[src/rtl/riscv_muldiv_pkg.sv]
// Shared RV32/64 M-extension definitions: funct3 operation encoding and funct7 selector.
package riscv_muldiv_pkg;

  typedef enum logic [2:0] {
    MUL    = 3'b000,
    MULH   = 3'b001,
    MULHSU = 3'b010,
    MULHU  = 3'b011,
    DIV    = 3'b100,
    DIVU   = 3'b101,
    REM    = 3'b110,
    REMU   = 3'b111
  } muldiv_op_t;

  localparam logic [6:0] M_FUNCT7 = 7'b0000001;

  // funct3[2] separates the divide family from the multiply family.
  function automatic logic is_div(input muldiv_op_t o);
    return o[2];
  endfunction

endpackage

[src/rtl/riscv_muldiv.sv]
// Iterative M-extension unit: one shared 2*XLEN shift register does shift-add multiply
// or restoring divide on operand magnitudes, with the sign fixed up in a final cycle.
module riscv_muldiv
  import riscv_muldiv_pkg::*;
#(
  parameter int XLEN = 32
) (
  input  logic            clk,
  input  logic            rst,
  input  logic            flush,
  input  logic            in_valid,
  output logic            in_ready,
  input  muldiv_op_t      op,
  input  logic [XLEN-1:0] op_a,
  input  logic [XLEN-1:0] op_b,
  output logic            out_valid,
  input  logic            out_ready,
  output logic [XLEN-1:0] result,
  output logic            busy
);

  localparam int CW = $clog2(XLEN);
  localparam logic [XLEN-1:0] INT_MIN = {1'b1, {(XLEN-1){1'b0}}};

  typedef enum logic [1:0] {IDLE, CALC, FIX, DONE} state_t;

  state_t            state_q, state_d;
  muldiv_op_t        op_q, op_d;
  logic [CW-1:0]     count_q, count_d;
  logic [2*XLEN-1:0] acc_q, acc_d;
  logic [XLEN-1:0]   b_q, b_d;
  logic [XLEN-1:0]   result_q, result_d;
  logic              negq_q, negq_d;
  logic              negr_q, negr_d;

  // Operand conditioning at accept time.
  logic            sa, sb, div_zero, overflow;
  logic [XLEN-1:0] abs_a, abs_b;

  always_comb begin
    sa       = (op inside {MULH, MULHSU, DIV, REM}) && op_a[XLEN-1];
    sb       = (op inside {MULH, DIV, REM}) && op_b[XLEN-1];
    abs_a    = sa ? -op_a : op_a;
    abs_b    = sb ? -op_b : op_b;
    div_zero = is_div(op) && (op_b == '0);
    overflow = (op inside {DIV, REM}) && (op_a == INT_MIN) && (op_b == '1);
  end

  // One iteration of each algorithm; the accumulator is {hi, lo}.
  logic [XLEN:0]     mul_sum;
  logic [XLEN+1:0]   div_diff;
  logic [2*XLEN-1:0] mul_step, div_step;

  always_comb begin
    mul_sum  = {1'b0, acc_q[2*XLEN-1:XLEN]} + (acc_q[0] ? {1'b0, b_q} : '0);
    mul_step = {mul_sum, acc_q[XLEN-1:1]};
    div_diff = {1'b0, acc_q[2*XLEN-1:XLEN], acc_q[XLEN-1]} - {2'b00, b_q};
    if (div_diff[XLEN+1])
      div_step = {acc_q[2*XLEN-2:0], 1'b0};
    else
      div_step = {div_diff[XLEN-1:0], acc_q[XLEN-2:0], 1'b1};
  end

  logic [2*XLEN-1:0] prod;
  logic [XLEN-1:0]   quo, rem, fix_result;

  always_comb begin
    prod = negq_q ? -acc_q : acc_q;
    quo  = negq_q ? -acc_q[XLEN-1:0] : acc_q[XLEN-1:0];
    rem  = negr_q ? -acc_q[2*XLEN-1:XLEN] : acc_q[2*XLEN-1:XLEN];
    unique case (op_q)
      MUL:                 fix_result = prod[XLEN-1:0];
      MULH, MULHSU, MULHU: fix_result = prod[2*XLEN-1:XLEN];
      DIV, DIVU:           fix_result = quo;
      default:             fix_result = rem;
    endcase
  end

  always_comb begin
    state_d  = state_q;
    op_d     = op_q;
    count_d  = count_q;
    acc_d    = acc_q;
    b_d      = b_q;
    result_d = result_q;
    negq_d   = negq_q;
    negr_d   = negr_q;
    unique case (state_q)
      IDLE: begin
        if (in_valid && !flush) begin
          op_d    = op;
          b_d     = abs_b;
          negq_d  = sa ^ sb;
          negr_d  = sa;
          count_d = CW'(XLEN-1);
          acc_d   = {{XLEN{1'b0}}, abs_a};
          if (div_zero) begin
            result_d = (op inside {DIV, DIVU}) ? '1 : op_a;
            state_d  = DONE;
          end else if (overflow) begin
            result_d = (op == DIV) ? op_a : '0;
            state_d  = DONE;
          end else begin
            state_d = CALC;
          end
        end
      end
      CALC: begin
        acc_d   = is_div(op_q) ? div_step : mul_step;
        count_d = count_q - 1'b1;
        if (count_q == '0) state_d = FIX;
      end
      FIX: begin
        result_d = fix_result;
        state_d  = DONE;
      end
      DONE: if (out_ready) state_d = IDLE;
      default: state_d = IDLE;
    endcase
    if (flush) state_d = IDLE;
  end

  always_ff @(posedge clk or posedge rst) begin
    if (rst) begin
      state_q  <= IDLE;
      op_q     <= MUL;
      count_q  <= '0;
      acc_q    <= '0;
      b_q      <= '0;
      result_q <= '0;
      negq_q   <= 1'b0;
      negr_q   <= 1'b0;
    end else begin
      state_q  <= state_d;
      op_q     <= op_d;
      count_q  <= count_d;
      acc_q    <= acc_d;
      b_q      <= b_d;
      result_q <= result_d;
      negq_q   <= negq_d;
      negr_q   <= negr_d;
    end
  end

  assign in_ready  = (state_q == IDLE);
  assign out_valid = (state_q == DONE);
  assign busy      = (state_q == CALC) || (state_q == FIX);
  assign result    = result_q;

endmodule

[config.mk]
export PLATFORM = sky130hd
export DESIGN_NAME = riscv_muldiv
export DESIGN_NICKNAME = d
export VERILOG_FILES = /design/src/rtl/riscv_muldiv_pkg.sv /design/src/rtl/riscv_muldiv.sv
export SDC_FILE = /design/constraint.sdc
export NUM_CORES = 1
export LEC_CHECK = 0
export ABC_AREA = 1
export BUFFER_PORTS_ARGS = -buffer_cell sky130_fd_sc_hd__buf_2
export CORE_MARGIN = 3
export CORE_UTILIZATION = 40
export DETAILED_ROUTE_END_ITERATION = 8
export MAX_ROUTING_LAYER = met4
export PLACE_DENSITY = 0.55
export SLEW_MARGIN = 30
export SYNTH_ARGS = -nofsm -noshare
export SYNTH_HDL_FRONTEND = slang
export SYNTH_SLANG_ARGS = --single-unit
[constraint.sdc]
create_clock -name clk -period 7.4 [get_ports clk]
set_input_delay 0 -clock clk [delete_from_list [all_inputs] [get_ports clk]]
set_output_delay 0 -clock clk [all_outputs]
set_load 0.005 [all_outputs]
* After elaboration in Yosys (flattened, before gate mapping)
Index checks and enable logic that the tools add are counted.
** Storage, ports and cells
- Input bits :: 72
- Memory bits (writable) :: 0
- Logic and storage cells :: 87
- Memories kept :: 0
- Bits in registers :: 140
- Latch bits :: 0
- ROM bits :: 0
** Operators by class
- Add/sub/neg operators :: 8
- Bitwise logic cells :: 1
- Order comparisons :: 0
- Multiplexer cells :: 26
- Equality and inequality tests :: 20
- Multiply operators :: 0
- Divide/modulo/power cells :: 0
- Shifts and indexed selects :: 0
- Reduce and logical (&&, ||, !) cells :: 24
** Operators by type and width (number)
- 32-bit two-way mux :: 10
- 64-bit two-way mux :: 4
- 32-bit negator :: 4
- 64-bit one-hot mux with 2 select lines :: 1
- 32-bit one-hot mux with 3 select lines :: 1
- 32-bit == test (second input constant) :: 2
- 64-bit negator :: 1
- 32-bit one-hot mux with 2 select lines :: 1
- 33-bit by 32-bit subtractor with 34-bit output :: 1
- 32-bit by 32-bit adder with 33-bit output :: 1
- 32-bit logical NOT :: 1
- 3-bit == test (second input constant) :: 5
- 2-bit two-way mux :: 6
- 5-bit one-hot mux with 2 select lines :: 1
- 3-bit by 2-bit == test with 1-bit output (second input constant) :: 3
- 2-bit one-hot mux with 4 select lines :: 1
- 2-bit nonzero test :: 4
- 3-bit by 1-bit == test with 1-bit output (second input constant) :: 2
- 1-bit logical AND :: 6
- 3-bit by 2-bit inequality test with 1-bit output (second input constant) :: 2
- 3-bit AND reduction :: 2
- 5-bit logical NOT :: 1
- 5-bit two-way mux :: 1
- 5-bit by 1-bit subtractor with 5-bit output (second input constant) :: 1
- other kinds (15) :: 17

* Longest topological paths before layout
Gate-level depths: netlist of the first run.
- Depth in word-level cells :: 9
- Gate-level depth with buffers :: 20

* Least setup slack after synthesis of the first run
Ideal clock, no wire load.
- Path kind :: register to register
- From :: reg acc_q[0]
- To :: reg acc_q[63]
- Period minus slack after synthesis :: 2.515 ns
- Library setup time :: 0.065 ns
- Path buffers :: 2
- Data required time :: 7.335 ns
- Data arrival time :: 2.450 ns
- Setup slack :: 4.885 ns
- Cell stages (with the launch flop) :: 21
- Cell sequence :: dfrtp_1 > buf_2 > clkbuf_1 > nand2_1 > inv_1 > ha_1 > inv_1 > fa_1 > o21ai_2 > nand2_1 > nand2_1 > nand2_1 > nand2_1 > nand3_1 > nand2_1 > nand2_1 > nand2_1 > nand2_1 > inv_1 > nand2_1 > nand2_1
** On the way
- Word-level cells in the longest chain between the ends :: 4
** Ends and longest elaborated chain
- start, declared :: RTL line riscv_muldiv.sv:30 : logic [2*XLEN-1:0] acc_q, acc_d;
- start signal, assigned :: RTL line riscv_muldiv.sv:128 : acc_q <= '0;
- start signal, assigned :: RTL line riscv_muldiv.sv:137 : acc_q <= acc_d;
- 32-bit two-way mux :: RTL line riscv_muldiv.sv:55 : mul_sum = {1'b0, acc_q[2*XLEN-1:XLEN]} + (acc_q[0] ? {1'b0, b_q} : '0);
- 32-bit by 32-bit adder with 33-bit output :: RTL line riscv_muldiv.sv:55
- 64-bit two-way mux :: RTL line riscv_muldiv.sv:109 : acc_d = is_div(op_q) ? div_step : mul_step;
- 64-bit one-hot mux with 2 select lines :: RTL line riscv_muldiv.sv:88 : unique case (state_q)
No other way between the ends.
A chain may end at the register's enable or synchronous reset.

* Final worst setup path of the first run
- From :: reg state_q[0]
- To :: reg count_q[4]
** On the way
- Word-level cells in the longest chain between the ends :: 3
- Elaborated cells on any way between the ends :: 6
- Those cells by class :: eq/ne (2); mux (1); reduce/logical (3)
** Ends and longest elaborated chain
- start, declared :: RTL line riscv_muldiv.sv:27 : state_t state_q, state_d;
- start signal, assigned :: RTL line riscv_muldiv.sv:134 : state_q <= state_d;
- 2-bit logical NOT / 2-bit by 1-bit == test with 1-bit output (equally long branches) :: RTL line riscv_muldiv.sv:88
- 2-bit by 1-bit inequality test with 1-bit output (no line) / 2-bit nonzero test (equally long branches)
- 2-bit AND reduction (no line)
- end signal, assigned :: RTL line riscv_muldiv.sv:136 : count_q <= count_d;
- end, declared :: RTL line riscv_muldiv.sv:29 : logic [CW-1:0] count_q, count_d;
Parallel ways exist; a longest one is shown, timed or not.

==> impl_metrics.toml, run 1 <==
[synthesis]
synth_edf_count = 0
yosysSeqAreaShare_pct = 19.9
synthCells = 3129
async_flop_share_pct = 100
synthesis.nets = 3278
syn_area_mm2 = 0.0176
synth_area_per_cell_um2 = 5.64
synth_top_area_cell = "nand2_1"
synth_flop_cell = "dfrtp_1"
synth_warnings = 0
ys_top_cells_by_area = "nand2_1 (20%), dfrtp_1 (20%), nand3_1 (9.7%), inv_1 (8.8%), nor2_1 (8.3%)"
ys_types = 56
synth_top_area_share_pct = 20.1
synth-seq-cells = 140

[floorplan]
core_area_mm2 = 0.0434
start_util_pct = 40.7
die_x_um = 216
ios = 107
die_area_mm2 = 0.0467
die_y_um = 216
placementRows = 76

[clock_network]
htree_levels = 4
cts.clk_slew.worst_paths_ps = 70
cts_setup_buffers = 0
clockBufferDepth = 2
cts_root_buf = "clkbuf_16"
cts_tree = "built"
numCtsBuffers = 17
cts_sinks = 140
clock_latency_ps = 490

[min_path]
hold_start = "op_b[9]"
worst_hold_path_type = "input port to flop"

[sta]
rsz0062_at_grt = "false"
slew_headroom_pct = 35.0
hold_violations = 0
setup_viol = 0
clock.fmax_mhz = 270
final.period_utilization_pct = 50.0
worst_pin_slew_ps = 972
period_needed_ps = 3700
final.setup.tns_ps = 0
drv_slew = 0
finClkSkew_ps = 15.1
setup_ws_ps = 3700

[power]
cellPowerDensity_mw_per_mm2 = 398
p_leak_nw = 10.2
fin_total_pwr_mw = 7.85
vdd_drop_max_mv = 0.211

[placed_design]
dp_cells = 3728
pre_cts_slack_ps = 3760
hpwl_mm = 63.9
io_buffers = 106
gp_congestion = 1.05

[run_status]
status = "complete, no violations"

[worst_setup_path]
cpMaxStageDelayCell = "buf_4"
required_ps = 7770
worstSetupStartpointType = "flop"
crit_arrival_ps = 4070
slowest_delay_ps = 630
reg2reg_from = "state_q[0]$_DFFE_PP0P_"
cp-end-kind = "flop"
path_max_fanout = 73
cp_cell_sequence = "inv_1, ha_1, inv_2, nor2_2, buf_4, inv_2, buf_4, o21ai_4, buf_4, inv_2, nor3_2, nand2_1, nand2_1, nand3_1"
crit_path_start = "state_q[0]$_DFFE_PP0P_"
worstSetupPathType = "flop to flop"

[route]
routedWlPerCell_um = 21.4
ant_nets = 0
routed_via_density = 5.65
wl_mm = 81.7
vias = 21615
route.detailed.drc = 0
drtIter0Drc = 2788
first_pass_iters = 8

[cells_and_area]
final_nets = 3374
final_util_pct = 45.5
area_growth_pct = 11.9
fillers = 4800
final_common_cell = "nand2_1"
final_cells = 3824
final_cell_mix = "nand2_1 (944), inv_1 (409), nor2_1 (388), nand3_1 (343), o21ai_0 (185)"
drive_gt1_share_pct = 7.78

[grt]
grt_overflow = 0
grt_pass1_wl_mm = 121
antenna_found_initial = 2
track_usage_pct = 35.2
grt_max_degree = 80
grt_pass1_vias = 19502

[flow_run]
drv_cap = 0
cell usage after synthesis (18+ instances only):
library cell and instances:
buf_2 31, nor2_1 391, clkbuf_1 52, nor3_1 26, o21ai_0 185, a31oi_1 32, xor2_1 40, inv_1 412
nand2_1 945, nand3_1 343, nand3b_1 19, o21bai_1 18, a21oi_1 148, o21ai_1 42, dfrtp_1 140, o221ai_1 18
ha_1 75, nand4_1 57
per-stage QoR:
stage | hold slack (ps) | area, um2
after detailed placement | 73.8 | 18500
after global placement | 70.0 | 18500
final | 31.0 | 19700
after floorplan | 117 | 17600
after global routing | 58.1 | 19700
after CTS | 0.414 | 19700
area by class of cell:
cell class	instances	area, um2	share of cell area (%)
clock buffers	18	429	2.17
flip-flops and latches	140	3510	17.8
inverters	427	1610	8.17
diodes	1	2.50	0.0127
clock inverters	14	136	0.691
multi-input cells	2450	12000	60.8
repair buffers	189	1310	6.64
well taps	585	732	3.71
layer usage:
layer  part of all wire, %  wire, um  GRT usage, %
met1                    47     38200          52.9
met2                    39     31500          46.6
met3                    12      9750          7.90
met4                   2.7      2240          10.0
met5                     0         0             -
repair_timing:
action	4_1_cts	5_1_grt
gates resized for setup	0	0
hold buffers	63	0
endpoints found under the hold margin	112	0
final timing paths:
check	end	slack, ps	cells after the start
setup / recovery	count_q[4]$_DFFE_PP0P_	3700	14
hold / removal	b_q[9]$_DFFE_PP0P_	30	4
setup reg to reg	count_q[4]$_DFFE_PP0P_	3700	14
hold reg to reg	result[20]$_DFFE_PP0P_	480	2
max in group asynchronous	negq_q$_DFFE_PP0P_	5460	5
min in group asynchronous	acc_q[54]$_DFFE_PP0P_	80	3
cell families (layout without fill, tap and decap cells):
logic type | Yosys count | after routing | share of synthesized area [%]
and+or+nand+nor | 1842 | 1842 | 44.7
xor gates and xnor gates | 44 | 44 | 2.18
adders and majority gates | 77 | 77 | 5.55
AOI/OAI and AO/OA | 487 | 487 | 15.5
buffers and inverters | 539 | 648 | 12.2
DFF | 140 | 140 | 19.9
other | 0 | 1 | 0
registers in the layout, indices dropped and copies added, names as in the netlist:
register,cells
op_q,3
negr_q,1
acc_q,64
state_q,2
count_q,5
result,32
negq_q,1
b_q,32
power breakdown:
| group | total [mW] | internal, mW | switching (mW) |
|---|---|---|---|
| clock network | 0.869 | 0.467 | 0.402 |
| registers | 1.67 | 1.07 | 0.603 |
| logic | 5.31 | 1.55 | 3.76 |
| total | 7.85 | 3.09 | 4.76 |
critical path, delay by kind of cell (launching register included):
| family | cells | cell delay [ps] |
|---|---|---|
| and+or+nand+nor | 5 | 630 |
| adders and majority gates | 1 | 360 |
| buffers and inverters | 7 | 2020 |
| AOI/OAI and AO/OA | 1 | 100 |
| DFF | 1 | 410 |
(Power assumes the default switching activity.)
==> inputs of run 2 (changes only) <==
Settings changed: ABC_AREA 1 to 0, PLACE_DENSITY 0.55 to 0.56.
Clock period 7.4 ns to 3.5 ns, I/O delays scaled along.
==> run 2 against run 1 <==
Effect of this change:
- register-to-register slack got worse by 3600 ps
- synthesized area shrank 19%
- final cell count decreased by 33%
- hold slack got worse by 8.1 ps
- power up 110%
- clock skew down 4.4 ps
- non-clock buffer count up 94
- sequential share of layout area is 2.7 points higher
- utilization rose by 3.6 points
- flip-flop and latch count stayed put
- wire length down 31%
- critical path type unchanged
- largest cell class unchanged
- largest power group unchanged
==> impl_metrics.toml, run 2 <==
[placed_design]
dp_cells = 2482
hpwl_mm = 43.5
pre_cts_slack_ps = -53.2
io_buffers = 106
gp_congestion = 1.01
place_area_mm2 = 0.0159

[min_path]
hold_depth = 3
worst_hold_path_type = "input port to flop"

[clock_network]
cts.clk_slew.worst_paths_ps = 70
clockBufferDepth = 2
clock_latency_ps = 450
cts_root_buf = "clkbuf_16"
cts_sinks = 140
numCtsBuffers = 17
htree_levels = 4
cts_tree = "built"

[cells_and_area]
regMostFlops = "acc_q"
final_cells = 2556
final_cell_mix = "o21ai_0 (235), nand2_1 (219), a21oi_1 (153), nor2_1 (152), dfrtp_1 (138)"
drive_gt1_share_pct = 15.6
final_nets = 2237
design_area_mm2 = 0.0171
area_growth_pct = 20.2
fillers = 3430
multi_input_area_mm2 = 0.0101
final_common_cell = "o21ai_0"
diodes = 0
register_area_mm2 = 0.00351
largest_reg_flops = 64
final_util_pct = 49.1

[grt]
antenna_found_initial = 0
grt_overflow = 0
track_usage_pct = 29.6
grt_max_degree = 68
grt_pass1_wl_mm = 85.3
grt_pass1_vias = 14220

[synthesis]
yosysMostFrequentCell = "o21ai_0"
synth_flop_cell = "dfrtp_1"
synthCells = 1914
synth_area_per_cell_um2 = 7.43
synth_edf_count = 0
syn_area_mm2 = 0.0142
synth_top_area_cell = "dfrtp_1"
ys_top_cells_by_area = "dfrtp_1 (25%), o21ai_0 (8.4%), ha_1 (6.6%), xnor2_1 (6.0%), nand2_1 (5.8%)"
synth-seq-cells = 140
synth_warnings = 0
yosysSeqAreaShare_pct = 24.6
synthTopCellsByCount = "o21ai_0 (240), nand2_1 (220), a21oi_1 (157)"
synthesis.nets = 2063
synth_top_area_share_pct = 24.6
async_flop_share_pct = 100
ys_types = 74

[floorplan]
die_area_mm2 = 0.0379
core_area_mm2 = 0.0348
ios = 107
start_util_pct = 40.9
die_x_um = 195
die_y_um = 195
placementRows = 68

[sta]
setup_viol = 0
rsz0062_at_grt = "true"
worst_pin_slew_ps = 869
final.period_utilization_pct = 97.9
period_needed_ps = 3430
setup_ws_ps = 72.9
clock.fmax_mhz = 292
finClkSkew_ps = 10.7
slew_headroom_pct = 41.9
drv_slew = 0
hold_violations = 0

[flow_run]
drv_cap = 0

[run_status]
status = "complete, no violations"

[route]
ant_nets = 0
drtIter0Drc = 1289
first_pass_iters = 6
route.detailed.drc = 0
routed_via_density = 5.95
vias = 15205
wl_mm = 56.0
routedWlPerCell_um = 21.9

[power]
vdd_drop_max_mv = 0.493
p_leak_nw = 7.55
fin_total_pwr_mw = 16.7
cellPowerDensity_mw_per_mm2 = 975

[worst_setup_path]
cpMaxStageDelayCell = "or4_4"
required_ps = 3890
worstSetupStartpointType = "flop"
path_max_fanout = 6
cp-end-kind = "flop"
crit_arrival_ps = 3820
slowest_delay_ps = 580
cp_cell_sequence = "or4_4, or4_4, or4_4, buf_4, o31ai_1, buf_4, nor3b_1, o31ai_1, buf_4, a21oi_1, a21o_1"
worstSetupPathType = "flop to flop"
rr_worst_depth = 11
run 2: logic make-up after synthesis:
| kind of cell | after synthesis | synth area share, % |
|---|---|---|
| AO/OA/AOI/OAI | 664 | 28.6 |
| AND/OR/NAND/NOR | 610 | 20.3 |
| buffers and inverters | 201 | 5.45 |
| XOR/XNOR | 170 | 10.5 |
| flip-flops | 140 | 24.6 |
| adder cells (fa/ha/maj) | 77 | 6.88 |
| multiplexers | 52 | 3.71 |
run 2: path summary, 6_finish.rpt:
check	startpoint	end	slack, ps
min reg2reg	count_q[4]$_DFFE_PP0P_	count_q[4]$_DFFE_PP0P_	470
min	op_a[0]	acc_q[0]$_DFFE_PP0P_	20
max reg2reg	acc_q[15]$_DFFE_PP0P_	result[14]$_DFFE_PP0P_	70
max in group asynchronous	rst	result[15]$_DFFE_PP0P_	2420
min in group asynchronous	rst	acc_q[51]$_DFFE_PP0P_	140
max	acc_q[15]$_DFFE_PP0P_	result[14]$_DFFE_PP0P_	70
run 2: area by class of cell:
class,instances,share of cell area (%)
clock buffers,18,2.51
repair buffers,283,11.8
multi-input cells,1573,58.9
inverters,73,1.62
flip-flops and latches,140,20.5
well taps,455,3.33
clock inverters,14,1.27
run 2: worst max-delay path: cells and delay by family (launching register included):
family          cells  cell delay [ps]
buf+inv             3              520
compound gates      4              610
flops               1              380
simple gates        4             1870
run 2: metrics by stage:
| step | hold WS, ps | setup TNS, ps |
|---|---|---|
| 6_report | 22.9 | 0 |
| 5_1_grt | 28.9 | -92.0 |
| 4_1_cts | 3.56 | 0 |
| 3_5_place_dp | 79.5 | -83.7 |
| 3_3_place_gp | 83.7 | -94.6 |
| 2_1_floorplan | 63.1 | 0 |
run 2: metal layers:
| metal | global-route usage (%) | share of wire (%) | vias to the layer above |
|---|---|---|---|
| met3 | 6.99 | 8.9 | 95 |
| met5 | - | 0 | - |
| li1 | - | - | 7280 |
| met4 | 9.68 | 3.3 | 0 |
| met1 | 42.5 | 47 | 7234 |
| met2 | 40.8 | 41 | 596 |
run 2: what timing repair did:
action | 4_1_cts | 5_1_grt
pin swaps | 0 | 1
setup buffers | 0 | 0
gates resized for setup | 2 | 26
hold buffers | 42 | 0
endpoints found under the setup margin | 2 | 20
endpoints found under the hold margin | 55 | 0
run 2: power breakdown:
group | internal [mW] | switching, mW
registers | 2.28 | 0.850
logic | 4.51 | 6.94
clock network | 1.27 | 0.810
